===== src/rtl/cla_adder_16bit.sv =====
// -----------------------------------------------------------------------------
// cla_adder_16bit
// 16-bit two-level carry-lookahead adder with a single output register stage.
// Four 4-bit lookahead blocks produce block generate/propagate, and a
// second-level lookahead unit derives the inter-block carries, the carry-out
// and the 16-bit group generate/propagate.
//
// Ports:
//   clock    in   1   system clock, rising-edge active
//   clear    in   1   asynchronous active-high reset
//   A        in  16   operand A
//   B        in  16   operand B
//   Cin      in   1   carry into bit 0
//   S        out 16   registered sum, A + B + Cin modulo 2^16
//   C_out    out  1   registered carry out of bit 15
//   G_prime  out  1   registered group generate (independent of Cin)
//   P_prime  out  1   registered group propagate (independent of Cin)
//   V        out  1   registered two's-complement overflow, c16 ^ c15
//                     (present only when CLA_OVERFLOW_EN is defined)
//
// Optional feature macro: CLA_OVERFLOW_EN
// -----------------------------------------------------------------------------
module cla_adder_16bit (
  input  logic        clock,
  input  logic        clear,
  input  logic [15:0] A,
  input  logic [15:0] B,
  input  logic        Cin,
  output logic [15:0] S,
  output logic        C_out,
  output logic        G_prime,
  output logic        P_prime
`ifdef CLA_OVERFLOW_EN
  ,
  output logic        V
`endif
);

  localparam int unsigned Width    = 16;
  localparam int unsigned BlkW     = 4;
  localparam int unsigned NumBlk   = Width / BlkW;

  logic [Width-1:0]  g;        // bit generate
  logic [Width-1:0]  p;        // bit propagate
  logic [Width-1:0]  c;        // carry into each bit
  logic [NumBlk-1:0] gg;       // block generate
  logic [NumBlk-1:0] pg;       // block propagate
  logic [NumBlk-1:0] bc;       // carry into each block
  logic              grp_g;
  logic              grp_p;
  logic              c16;

  logic [Width-1:0]  s_d,  s_q;
  logic              co_d, co_q;
  logic              gp_d, gp_q;
  logic              pp_d, pp_q;

  // Bit-level generate/propagate and block-level GG/PG.
  always_comb begin
    g  = A & B;
    p  = A ^ B;
    gg = '0;
    pg = '0;
    for (int b = 0; b < int'(NumBlk); b++) begin
      gg[b] = g[4*b+3]
            | (p[4*b+3] & g[4*b+2])
            | (p[4*b+3] & p[4*b+2] & g[4*b+1])
            | (p[4*b+3] & p[4*b+2] & p[4*b+1] & g[4*b]);
      pg[b] = p[4*b+3] & p[4*b+2] & p[4*b+1] & p[4*b];
    end
  end

  // Second-level lookahead: block carries and group G/P, all fully expanded.
  always_comb begin
    bc[0] = Cin;
    bc[1] = gg[0] | (pg[0] & Cin);
    bc[2] = gg[1] | (pg[1] & gg[0]) | (pg[1] & pg[0] & Cin);
    bc[3] = gg[2] | (pg[2] & gg[1]) | (pg[2] & pg[1] & gg[0])
          | (pg[2] & pg[1] & pg[0] & Cin);
    grp_g = gg[3] | (pg[3] & gg[2]) | (pg[3] & pg[2] & gg[1])
          | (pg[3] & pg[2] & pg[1] & gg[0]);
    grp_p = pg[3] & pg[2] & pg[1] & pg[0];
    c16   = grp_g | (grp_p & Cin);
  end

  // Intra-block carries from each block's carry-in, expanded (no ripple).
  always_comb begin
    c = '0;
    for (int b = 0; b < int'(NumBlk); b++) begin
      c[4*b]   = bc[b];
      c[4*b+1] = g[4*b] | (p[4*b] & bc[b]);
      c[4*b+2] = g[4*b+1] | (p[4*b+1] & g[4*b])
               | (p[4*b+1] & p[4*b] & bc[b]);
      c[4*b+3] = g[4*b+2] | (p[4*b+2] & g[4*b+1])
               | (p[4*b+2] & p[4*b+1] & g[4*b])
               | (p[4*b+2] & p[4*b+1] & p[4*b] & bc[b]);
    end
  end

  // Next-state values for the output register.
  always_comb begin
    s_d  = p ^ c;
    co_d = c16;
    gp_d = grp_g;
    pp_d = grp_p;
  end

  // Output register stage.
  always_ff @(posedge clock or posedge clear) begin
    if (clear) begin
      s_q  <= '0;
      co_q <= 1'b0;
      gp_q <= 1'b0;
      pp_q <= 1'b0;
    end else begin
      s_q  <= s_d;
      co_q <= co_d;
      gp_q <= gp_d;
      pp_q <= pp_d;
    end
  end

  assign S       = s_q;
  assign C_out   = co_q;
  assign G_prime = gp_q;
  assign P_prime = pp_q;

`ifdef CLA_OVERFLOW_EN
  logic v_d, v_q;

  // Overflow: carry into the sign bit differs from carry out of it.
  always_comb begin
    v_d = c16 ^ c[Width-1];
  end

  always_ff @(posedge clock or posedge clear) begin
    if (clear) begin
      v_q <= 1'b0;
    end else begin
      v_q <= v_d;
    end
  end

  assign V = v_q;
`endif

endmodule


===== config.mk =====
export PLATFORM = sky130hd
export DESIGN_NAME = cla_adder_16bit
export DESIGN_NICKNAME = d
export VERILOG_FILES = /design/src/rtl/cla_adder_16bit.sv
export SDC_FILE = /design/constraint.sdc
export NUM_CORES = 1
export LEC_CHECK = 0
export BUFFER_PORTS_ARGS = -buffer_cell sky130_fd_sc_hd__buf_2
export CORE_MARGIN = 1
export CORE_UTILIZATION = 35
export DETAILED_ROUTE_END_ITERATION = 8
export PLACE_DENSITY = 0.73
export SLEW_MARGIN = 20
export SYNTH_ARGS = -nofsm -noshare
export SYNTH_HDL_FRONTEND = slang
export SYNTH_SLANG_ARGS = --single-unit

===== constraint.sdc =====
create_clock -name clock -period 0.8 [get_ports clock]
set_input_delay 0.04 -clock clock [delete_from_list [all_inputs] [get_ports clock]]
set_output_delay 0.04 -clock clock [all_outputs]
set_load 0.005 [all_outputs]

==> results_dict.tcl, run 1 <==
set metrics [dict create \
    min_period_ps 1253 \
    irDropWorstVdd_mv 0.6641 \
    internal_power_mw 2.267 \
    grt_use_total_pct 21.80 \
    layout_common_cells "buf_2, buf_4, buf_6" \
    leakage_nw 1.082 \
    max_freq_mhz 798.2 \
    cts_buffers 3 \
    dp.final_hpwl_microns 2824 \
    drcViolationCount 0 \
    layout_commonest_cell "buf_2" \
    syn_inst 112 \
    p_per_area_nw_per_um2 1379 \
    ys_ff_latch 19 \
    vias 1265 \
    clockPowerShare_pct 15.5 \
    drtPass1Iterations 4 \
    seqPwrFrac_pct 35.2 \
    grt_pass1_wl_microns 5920 \
    seq_area_frac_synth_pct 37.96 \
    crit_arrival_ps 1460 \
    synth_area_sq_um 1252 \
    finalCritPeriodShare_pct 156.6 \
    yosys-mux-area-fraction_pct 0 \
    synth_fa_ha_area_share_pct 22.38 \
    insertedDiodeCount 0 \
    failed_checks "setup timing" \
    worstMarginPinSlew_ps 385.5 \
    synth_area_per_cell_sq_um 11.18 \
    finalSetupViolations 35 \
    combinationalPowerShare_pct 49.3 \
    grt_pass1_vias 1383 \
    nets 267 \
    synthXorXnorAreaFrac_pct 7.692 \
    start_util_pct 36.95 \
    synth_compound_area_share_pct 18.68 \
    criticalPathCategory "in -> reg" \
    antenna_found_initial 0 \
    drv_cap 0 \
    p_sw_mw 1.119 \
    clk_pin_slew_worst_paths_ps 110 \
    required_ps 1010 \
    cts_tree "built" \
    die_area_sq_um 3822 \
    placed_cells 247 \
    cts_max_level 1 \
    drive_gt1_share_pct 69.19 \
    routabilityCongestion 0.8461 \
    drt_iter0_markers 29 \
    grt-ovfl-total 0 \
    viasPerCell 4.922 \
    wl_microns 3801 \
    cts.sinks 19 \
    grt_max_degree 14 \
    fillers 226 \
    hp-class "in -> reg" \
    start_kind "primary input" \
    stdcell_count 257 \
    worst_slack_ps -452.7 \
    synthToLayoutAreaGrowth_pct 96.10 \
    synth_top_family_by_area "adder cells" \
    die_h_microns 61.82 \
    max_slew_margin_pct 74.10 \
    clk_path_buf_depth 2 \
    fp.dieW_microns 61.82 \
    numPortBuffers 53 \
    cp-end-kind "flip-flop" \
    coreArea_sq_um 3390 \
    crit_path_max_fanout 4 \
    slew_viol_final 0 \
    final_hold_viol_count 0 \
    holdWs_ps 34.64 \
    clockRootBuffer "clkbuf_4" \
    io_pins 54 \
    fp-row-count 21 \
    synth_simple_gate_area_share_pct 11.19 \
    rsz0062_at_grt "yes" \
    p_sw_share_pct 33.05 \
    syn_nets 167 \
    yosysWarnings 0 \
    status "finished with violations" \
    route.detailed.wl_per_inst_microns 14.79 \
    ant_nets 0 \
    yosysUniqueCellTypes 34 \
]
==> kinds of logic after synthesis <==
| kind of cell | Yosys count |
|---|---|
| AOI/OAI and AO/OA | 29 |
| and+or+nand+nor | 26 |
| adders and majority gates | 20 |
| DFF | 19 |
| xor gates and xnor gates | 11 |
| buffers and inverters | 7 |
==> metrics by stage <==
step	area, sq um	power (mW)	util [%]	setup WS [ps]	setup TNS (ps)
6_report	2456	3.386	72.46	-452.7	-6238
5_1_grt	2456	3.623	72.46	-461.1	-7549
4_1_cts	2350	3.281	69.32	-447.9	-6144
3_5_place_dp	2100	2.572	61.94	-828.0	-11530
3_3_place_gp	2100	2.489	61.94	-786.9	-10940
2_1_floorplan	1494	1.900	-	-669.8	-6427
==> power by group through the flow <==
stage / logic (mW) / clock network, mW / registers, mW
finish: 1.67 / 0.524 / 1.19
global route: 1.83 / 0.582 / 1.22
detailed placement: 1.35 / 0 / 1.22
CTS: 1.54 / 0.550 / 1.20
floorplan: 0.663 / 0 / 1.24
global placement: 1.29 / 0 / 1.20
==> cells in the mapped netlist <==
| cell | number | area share [%] |
|---|---|---|
| ha_1 | 16 | 16 |
| a21o_1 | 4 | 2.4 |
| a31o_1 | 1 | 0.70 |
| nand2b_1 | 1 | 0.50 |
| or2_4 | 1 | 0.70 |
| nand4_1 | 2 | 1.0 |
| nor4_1 | 1 | 0.50 |
| a21o_2 | 1 | 0.70 |
| and2_1 | 1 | 0.50 |
| o21ai_1 | 1 | 0.40 |
| a21oi_1 | 8 | 3.2 |
| a21oi_2 | 2 | 1.4 |
| nand2_1 | 7 | 2.1 |
| a31oi_1 | 3 | 1.5 |
| a31oi_2 | 1 | 1.0 |
| o211ai_2 | 1 | 1.0 |
| fa_1 | 4 | 6.4 |
| a211oi_1 | 1 | 0.60 |
| inv_2 | 1 | 0.30 |
| nor2b_1 | 1 | 0.50 |
| nor3_1 | 1 | 0.40 |
| inv_1 | 6 | 1.8 |
| xor2_1 | 4 | 2.8 |
| o211a_4 | 1 | 1.4 |
| o221ai_4 | 1 | 2.1 |
| o21ai_0 | 1 | 0.40 |
| xnor2_1 | 7 | 4.9 |
| nand3_1 | 3 | 1.2 |
| nor2_1 | 6 | 1.8 |
| o21a_1 | 1 | 0.60 |
| o31ai_1 | 1 | 0.60 |
| o21a_2 | 1 | 0.70 |
| nand4_2 | 2 | 2.0 |
| dfrtp_1 | 19 | 38 |
==> area by class of cell <==
class / count / area [sq um] / share of cell area (%)
sequential: 19 / 475.5 / 19.36
inverter: 7 / 31.28 / 1.274
clock buffer: 3 / 22.52 / 0.9170
timing repair buffer: 95 / 740.7 / 30.16
clock inverter: 1 / 5.005 / 0.2038
tap: 46 / 57.56 / 2.343
multi-input combinational: 86 / 1124 / 45.75
==> critical path, stage by stage <==
cell and delay, ps:
buf_6 100, ha_4 290, nand4_4 100, or2_4 270, o221ai_4 200, fa_2 470
==> state kept, by name, summed over array words and instances, names as in the netlist <==
name,count
C_out,1
G_prime,1
P_prime,1
S,16
==> metal layers <==
| metal | vias up | global-route usage, % | wire, microns |
|---|---|---|---|
| met2 | 50 | 41.01 | 2103 |
| met4 | 0 | 9.524 | 95 |
| li1 | 600 | - | - |
| met3 | 11 | 3.727 | 178 |
| met1 | 604 | 23.87 | 1424 |
| met5 | - | 0 | 0 |
==> what timing repair did <==
item,4_1_cts,5_1_grt
setup endpoints to repair,35,36
hold buffers,1,0
hold endpoints to repair,19,0
resized for setup,34,20
pin swaps,25,8
cloned,0,0
buffers inserted,5,3
==> final timing paths <==
kind,start,endpoint,slack (ps),cells after the start
hold / removal,A[4],S[4],30,2
max in group asynchronous,clear,S[10],220,4
setup / recovery,A[7],S[12],-450,6
min in group asynchronous,clear,S[7],210,3
No activity file was read; power rests on OpenSTA's default activity.
==> run 2, diff against run 1 <==
--- a/config.mk
+++ b/config.mk
@@ -6,10 +6,12 @@
 export NUM_CORES = 1
 export LEC_CHECK = 0
 export BUFFER_PORTS_ARGS = -buffer_cell sky130_fd_sc_hd__buf_2
+export CELL_PAD_IN_SITES_DETAIL_PLACEMENT = 1
+export CELL_PAD_IN_SITES_GLOBAL_PLACEMENT = 2
 export CORE_MARGIN = 1
-export CORE_UTILIZATION = 35
+export CORE_UTILIZATION = 28
 export DETAILED_ROUTE_END_ITERATION = 8
-export PLACE_DENSITY = 0.73
+export PLACE_DENSITY = 0.89
 export SLEW_MARGIN = 20
 export SYNTH_ARGS = -nofsm -noshare
 export SYNTH_HDL_FRONTEND = slang
==> run 2 against run 1 <==
  * The flow still finishes with violations (setup timing)
  * Count of clock-buffer cells in the layout did not move
  * Utilization fell by 13 points
  * Largest power group unchanged
  * Critical path type unchanged
  * Largest cell class unchanged
  * Clock power rose by 38%
  * Critical path depth did not move
  * Total power rose by 6.6%
  * Critical endpoint unchanged
==> results_dict.tcl, run 2 (synthesized netlist as in run 1, its figures left out) <==
set metrics [dict create \
    synthToLayoutAreaGrowth_pct 96.00 \
    p_per_area_nw_per_um2 1470 \
    drtPass1Iterations 4 \
    fp.dieW_microns 68.88 \
    status "finished with violations" \
    clk_path_buf_depth 2 \
    grt-ovfl-total 0 \
    io_pins 54 \
    die_h_microns 68.88 \
    irDropWorstVdd_mv 0.7411 \
    insertedDiodeCount 0 \
    drt_iter0_markers 37 \
    clockPowerShare_pct 20.0 \
    min_period_ps 1308 \
    route.detailed.wl_per_inst_microns 17.98 \
    cts_buffers 3 \
    clockRootBuffer "clkbuf_8" \
    crit_arrival_ps 1450 \
    finalCritPeriodShare_pct 163.5 \
    nets 267 \
    dp.final_hpwl_microns 3141 \
    grt_pass1_wl_microns 6693 \
    fp-row-count 23 \
    p_sw_share_pct 33.05 \
    crit_buf_inv 1 \
    grt_use_total_pct 20.23 \
    required_ps 940 \
    wl_microns 4692 \
    p_sw_mw 1.193 \
    cts_max_level 1 \
    final.setup.tns_ps -6410 \
    crit_path_max_fanout 5 \
    drcViolationCount 0 \
    hp-class "in -> reg" \
    worstMarginPinSlew_ps 434.2 \
    layout_common_cells "buf_2, buf_4, buf_6" \
    cp-end-kind "flip-flop" \
    finalSetupViolations 24 \
    die_area_sq_um 4744 \
    drv_cap 0 \
    critPathTopFamily "adder cells" \
    grt_pass1_vias 1433 \
    coreArea_sq_um 4144 \
    vias 1266 \
    holdWs_ps 115.7 \
    stdcell_count 261 \
    ant_nets 0 \
    internal_power_mw 2.417 \
    routabilityCongestion 0.7497 \
    seqPwrFrac_pct 33.0 \
    place_ws_ps -806.7 \
    failed_checks "setup timing" \
    numPortBuffers 53 \
    antenna_found_initial 0 \
    placed_cell_area_sq_um 2069 \
    placed_cells 248 \
    start_kind "primary input" \
    worst_slack_ps -508.2 \
    cts.sinks 19 \
    drive_gt1_share_pct 68.72 \
    combinationalPowerShare_pct 46.9 \
    largest_reg_flops 16 \
    rsz0062_at_grt "yes" \
    leakage_nw 1.082 \
    criticalPathCategory "in -> reg" \
    slew_viol_final 0 \
    cpMaxStageDelayCell "fa_2" \
    viasPerCell 4.851 \
    max_freq_mhz 764.4 \
    max_stage_delay_ps 470 \
    start_util_pct 30.22 \
    clk_pin_slew_worst_paths_ps 80 \
    crit_chain "buf_6 -> ha_4 -> nand3_4 -> o211a_4 -> o221ai_4 -> fa_2" \
    max_slew_margin_pct 70.83 \
    finalInstanceArea_sq_um 2455 \
    final_hold_viol_count 0 \
    layout_commonest_cell "buf_2" \
    cts_tree "built" \
    grt_max_degree 20 \
]
-- run 2: changes by cell type in the layout (fill, tap and decap cells not counted), moves of 2 or more --
cell | before | now
buf_2 | 34 | 38
a21oi_4 | 2 | 4
clkbuf_8 | 0 | 3
buf_6 | 26 | 21
a21oi_2 | 5 | 3
clkbuf_4 | 3 | 0
-- run 2: metal layers --
metal  part of all wire [%]  GRT usage [%]  wire (microns)  vias up
li1                       -              -               -      599
met1                     37          21.85            1756      622
met2                     56          38.96            2641       35
met3                    3.7          2.467             173       10
met4                    2.6          8.418             121        0
met5                      0              0               0        -
-- run 2: stage by stage --
step	total power, mW	utilization (%)
4_1_cts	3.483	56.01
6_report	3.609	59.24
5_1_grt	3.829	59.24
3_3_place_gp	2.484	49.94
2_1_floorplan	1.900	-
3_5_place_dp	2.565	49.94
-- run 2: final timing paths --
kind,startpoint,endpoint,slack [ps],cells past startpoint
min in group asynchronous,clear,S[8],350,4
setup / recovery,A[3],S[12],-510,6
max in group asynchronous,clear,S[5],230,4
hold / removal,B[15],G_prime,120,4
-- run 2: cell type report --
cell class,instances,area (sq um)
clock buffer,3,41.29
clock inverter,1,5.005
fill,444,1689
inverter,7,31.28
multi-input combinational,86,1132
sequential,19,475.5
tap,50,62.56
timing repair buffer,95,706.9
-- run 2: repair_timing --
item                                    in CTS  in global routing
gates resized for setup                     31                 18
buffers inserted                             3                  5
cloned                                       0                  0
pin swaps                                   24                 16
endpoints found under the hold margin       19                  0
hold buffers                                 1                  0
endpoints found under the setup margin      31                 36
-- run 2: power by group through the flow --
stage / clock network (mW) / registers, mW / logic (mW)
CTS: 0.754 / 1.19 / 1.54
global route: 0.782 / 1.21 / 1.83
finish: 0.723 / 1.19 / 1.69
global placement: 0 / 1.20 / 1.28
detailed placement: 0 / 1.21 / 1.36
floorplan: 0 / 1.24 / 0.663
==> run 3, diff against run 2 <==
--- a/config.mk
+++ b/config.mk
@@ -5,13 +5,15 @@
 export SDC_FILE = /design/constraint.sdc
 export NUM_CORES = 1
 export LEC_CHECK = 0
+export ABC_AREA = 1
 export BUFFER_PORTS_ARGS = -buffer_cell sky130_fd_sc_hd__buf_2
 export CELL_PAD_IN_SITES_DETAIL_PLACEMENT = 1
-export CELL_PAD_IN_SITES_GLOBAL_PLACEMENT = 2
+export CELL_PAD_IN_SITES_GLOBAL_PLACEMENT = 1
 export CORE_MARGIN = 1
-export CORE_UTILIZATION = 28
+export CORE_UTILIZATION = 35
 export DETAILED_ROUTE_END_ITERATION = 8
-export PLACE_DENSITY = 0.89
+export PLACE_DENSITY = 0.91
+export REMOVE_ABC_BUFFERS = 1
 export SLEW_MARGIN = 20
 export SYNTH_ARGS = -nofsm -noshare
 export SYNTH_HDL_FRONTEND = slang
==> run 3 against run 2 <==
  * The run still ends with setup timing left
  * Maximum frequency down 7.3%
  * Area after synthesis up 8.6%
  * Utilization up 12 points
  * Sequential share of layout area down 1.2 points
  * Combinational power up 16%
  * Total power up 7.7%
  * Hold slack better by 20 ps
  * Non-clock buffer count up 13
  * Global-route usage up 12 points
  * Sequential cell count unchanged
  * First-iteration DRC count rose to 3.1 times the previous value
  * Largest power group unchanged
==> results_dict.tcl, run 3 <==
set metrics [dict create \
    status "finished with violations" \
    failed_checks "setup timing" \
    power_mw 3.889 \
    cts_tree "built" \
    max_slew_margin_pct 70.06 \
    start_util_pct 36.87 \
    io_pins 54 \
    p_per_area_nw_per_um2 1489 \
    leakage_nw 1.349 \
    grt-ovfl-total 0 \
    syn_inst 154 \
    seq_area_frac_synth_pct 34.96 \
    die_h_microns 64.34 \
    min_period_ps 1411 \
    start_kind "primary input" \
    grt_use_total_pct 32.56 \
    vias 1616 \
    synth.area.top_cells "dfrtp_1, ha_1, nand2_1" \
    routabilityCongestion 0.8296 \
    synth_compound_area_share_pct 3.772 \
    finalCritPeriodShare_pct 176.3 \
    grt_max_degree 20 \
    ys_ff_latch 19 \
    layout_common_cells "buf_2, buf_4, nand2_2, buf_6, dfrtp_1" \
    synth_fa_ha_area_share_pct 20.61 \
    slew_viol_final 0 \
    combinationalPowerShare_pct 50.4 \
    coreArea_sq_um 3689 \
    final_hold_viol_count 0 \
    p_sw_mw 1.443 \
    synthToLayoutAreaGrowth_pct 92.00 \
    required_ps 960 \
    crit_path_max_fanout 3 \
    irDropWorstVdd_mv 0.7870 \
    wl_microns 7169 \
    p_sw_share_pct 37.12 \
    layout_commonest_cell "buf_2" \
    worst_slack_ps -610.5 \
    final.setup.tns_ps -7773 \
    cts.sinks 19 \
    yosys.area.top_type "dfrtp_1" \
    cp-end-kind "flip-flop" \
    fp-row-count 22 \
    antenna_found_initial 0 \
    finalSetupViolations 29 \
    nets 322 \
    cts_max_level 1 \
    die_area_sq_um 4139 \
    drt_iter0_markers 114 \
    grt_pass1_wl_microns 9729 \
    dp.final_hpwl_microns 3319 \
    internal_power_mw 2.445 \
    post-synth-top-count-cell "nand2_1" \
    synthArstFlopShare_pct 100.0 \
    synth-edff-count 0 \
    fp.dieW_microns 64.34 \
    ys_top_cells_by_count "nand2_1, dfrtp_1, inv_1" \
    yosys.area.top_type_share_pct 34.96 \
    ant_nets 0 \
    synthXorXnorAreaFrac_pct 4.508 \
    synthFlopType "dfrtp_1" \
    worstMarginPinSlew_ps 446.4 \
    route.detailed.wl_per_inst_microns 22.83 \
    synth_simple_gate_area_share_pct 29.53 \
    fillers 408 \
    drive_gt1_share_pct 71.05 \
    synth_area_sq_um 1360 \
    synth_area_per_cell_sq_um 8.832 \
    clockPowerShare_pct 18.9 \
    viasPerCell 5.146 \
    min_to "S[4]" \
    place_ws_ps -1069 \
    yosys-mux-area-fraction_pct 0 \
    clk_path_buf_depth 2 \
    insertedDiodeCount 0 \
    cts_buffers 3 \
    numPortBuffers 53 \
    min_from "A[4]" \
    hp-class "in -> reg" \
    drv_cap 0 \
    drcViolationCount 0 \
    seqPwrFrac_pct 30.7 \
    whs_path_depth 2 \
    drtPass1Iterations 4 \
    criticalPathCategory "in -> reg" \
    clockRootBuffer "clkbuf_8" \
    synth_top_family_by_area "simple AND/OR/NAND/NOR gates" \
    largest_reg_flops 16 \
    yosysUniqueCellTypes 24 \
    rsz0062_at_grt "yes" \
    max_freq_mhz 709.0 \
    clk_pin_slew_worst_paths_ps 80 \
    yosysWarnings 0 \
    grt_pass1_vias 1886 \
    crit_arrival_ps 1570 \
]
run 3: metrics by stage:
stage / instance area, sq um / hold WS [ps] / cells / util, %
after detailed placement: 1978 / 114.5 / 294 / 53.63
after floorplan: 1360 / -8.868 / 154 / -
after global placement: 1978 / 77.38 / 294 / 53.63
after global routing: 2611 / 136.0 / 314 / 70.79
final: 2611 / 135.9 / 314 / 70.79
after CTS: 2504 / 137.9 / 315 / 67.88
run 3: cells by family (layout without fill, tap and decap cells):
family | after synthesis | in the layout
adders and majority gates | 20 | 20
buffers and inverters | 24 | 136
AOI/OAI and AO/OA | 9 | 9
xor gates and xnor gates | 7 | 7
DFF | 19 | 19
and+or+nand+nor | 75 | 75
run 3: power groups by stage:
stage	Combinational, mW	Sequential (mW)	Clock (mW)
finish	1.96	1.19	0.734
global route	2.08	1.21	0.765
CTS	1.66	1.18	0.712
detailed placement	1.26	1.20	0
global placement	1.17	1.18	0
floorplan	0.559	1.22	0
run 3: worst max path at each step:
stage	from	endpoint	slack, ps	cells past startpoint
floorplan	A[10]	S[13]	-880	9
global placement	A[10]	S[13]	-1000	10
detailed placement	A[10]	S[13]	-1070	10
CTS	A[3]	S[12]	-550	11
global route	A[5]	S[13]	-660	11
finish	B[11]	S[13]	-610	8
run 3: metal layers:
metal / share of wire [%] / track usage [%]
met5: 0 / 0
met4: 4.4 / 15.83
met3: 3.8 / 3.393
met2: 53 / 62.63
met1: 39 / 34.59
run 3: layout make-up:
type	instances	area, sq um	area share [%]
multi-input combinational	111	1145	43.84
timing repair buffer	108	794.5	30.43
sequential	19	475.5	18.21
inverter	24	90.09	3.450
tap	48	60.06	2.300
clock buffer	3	41.29	1.581
clock inverter	1	5.005	0.1917
run 3: worst max-delay path, cell delays in order:
cell,delay [ps]
buf_2,110
ha_4,230
a21oi_2,190
nand2_4,90
or2_4,240
and2_4,160
fa_2,350
xor2_2,150
run 3: timing repair:
action	CTS	global route
resized for setup	69	28
hold buffers	1	0
endpoints found under the setup margin	22	36
pin swaps	25	19
hold endpoints to repair	19	0
buffers inserted	24	5
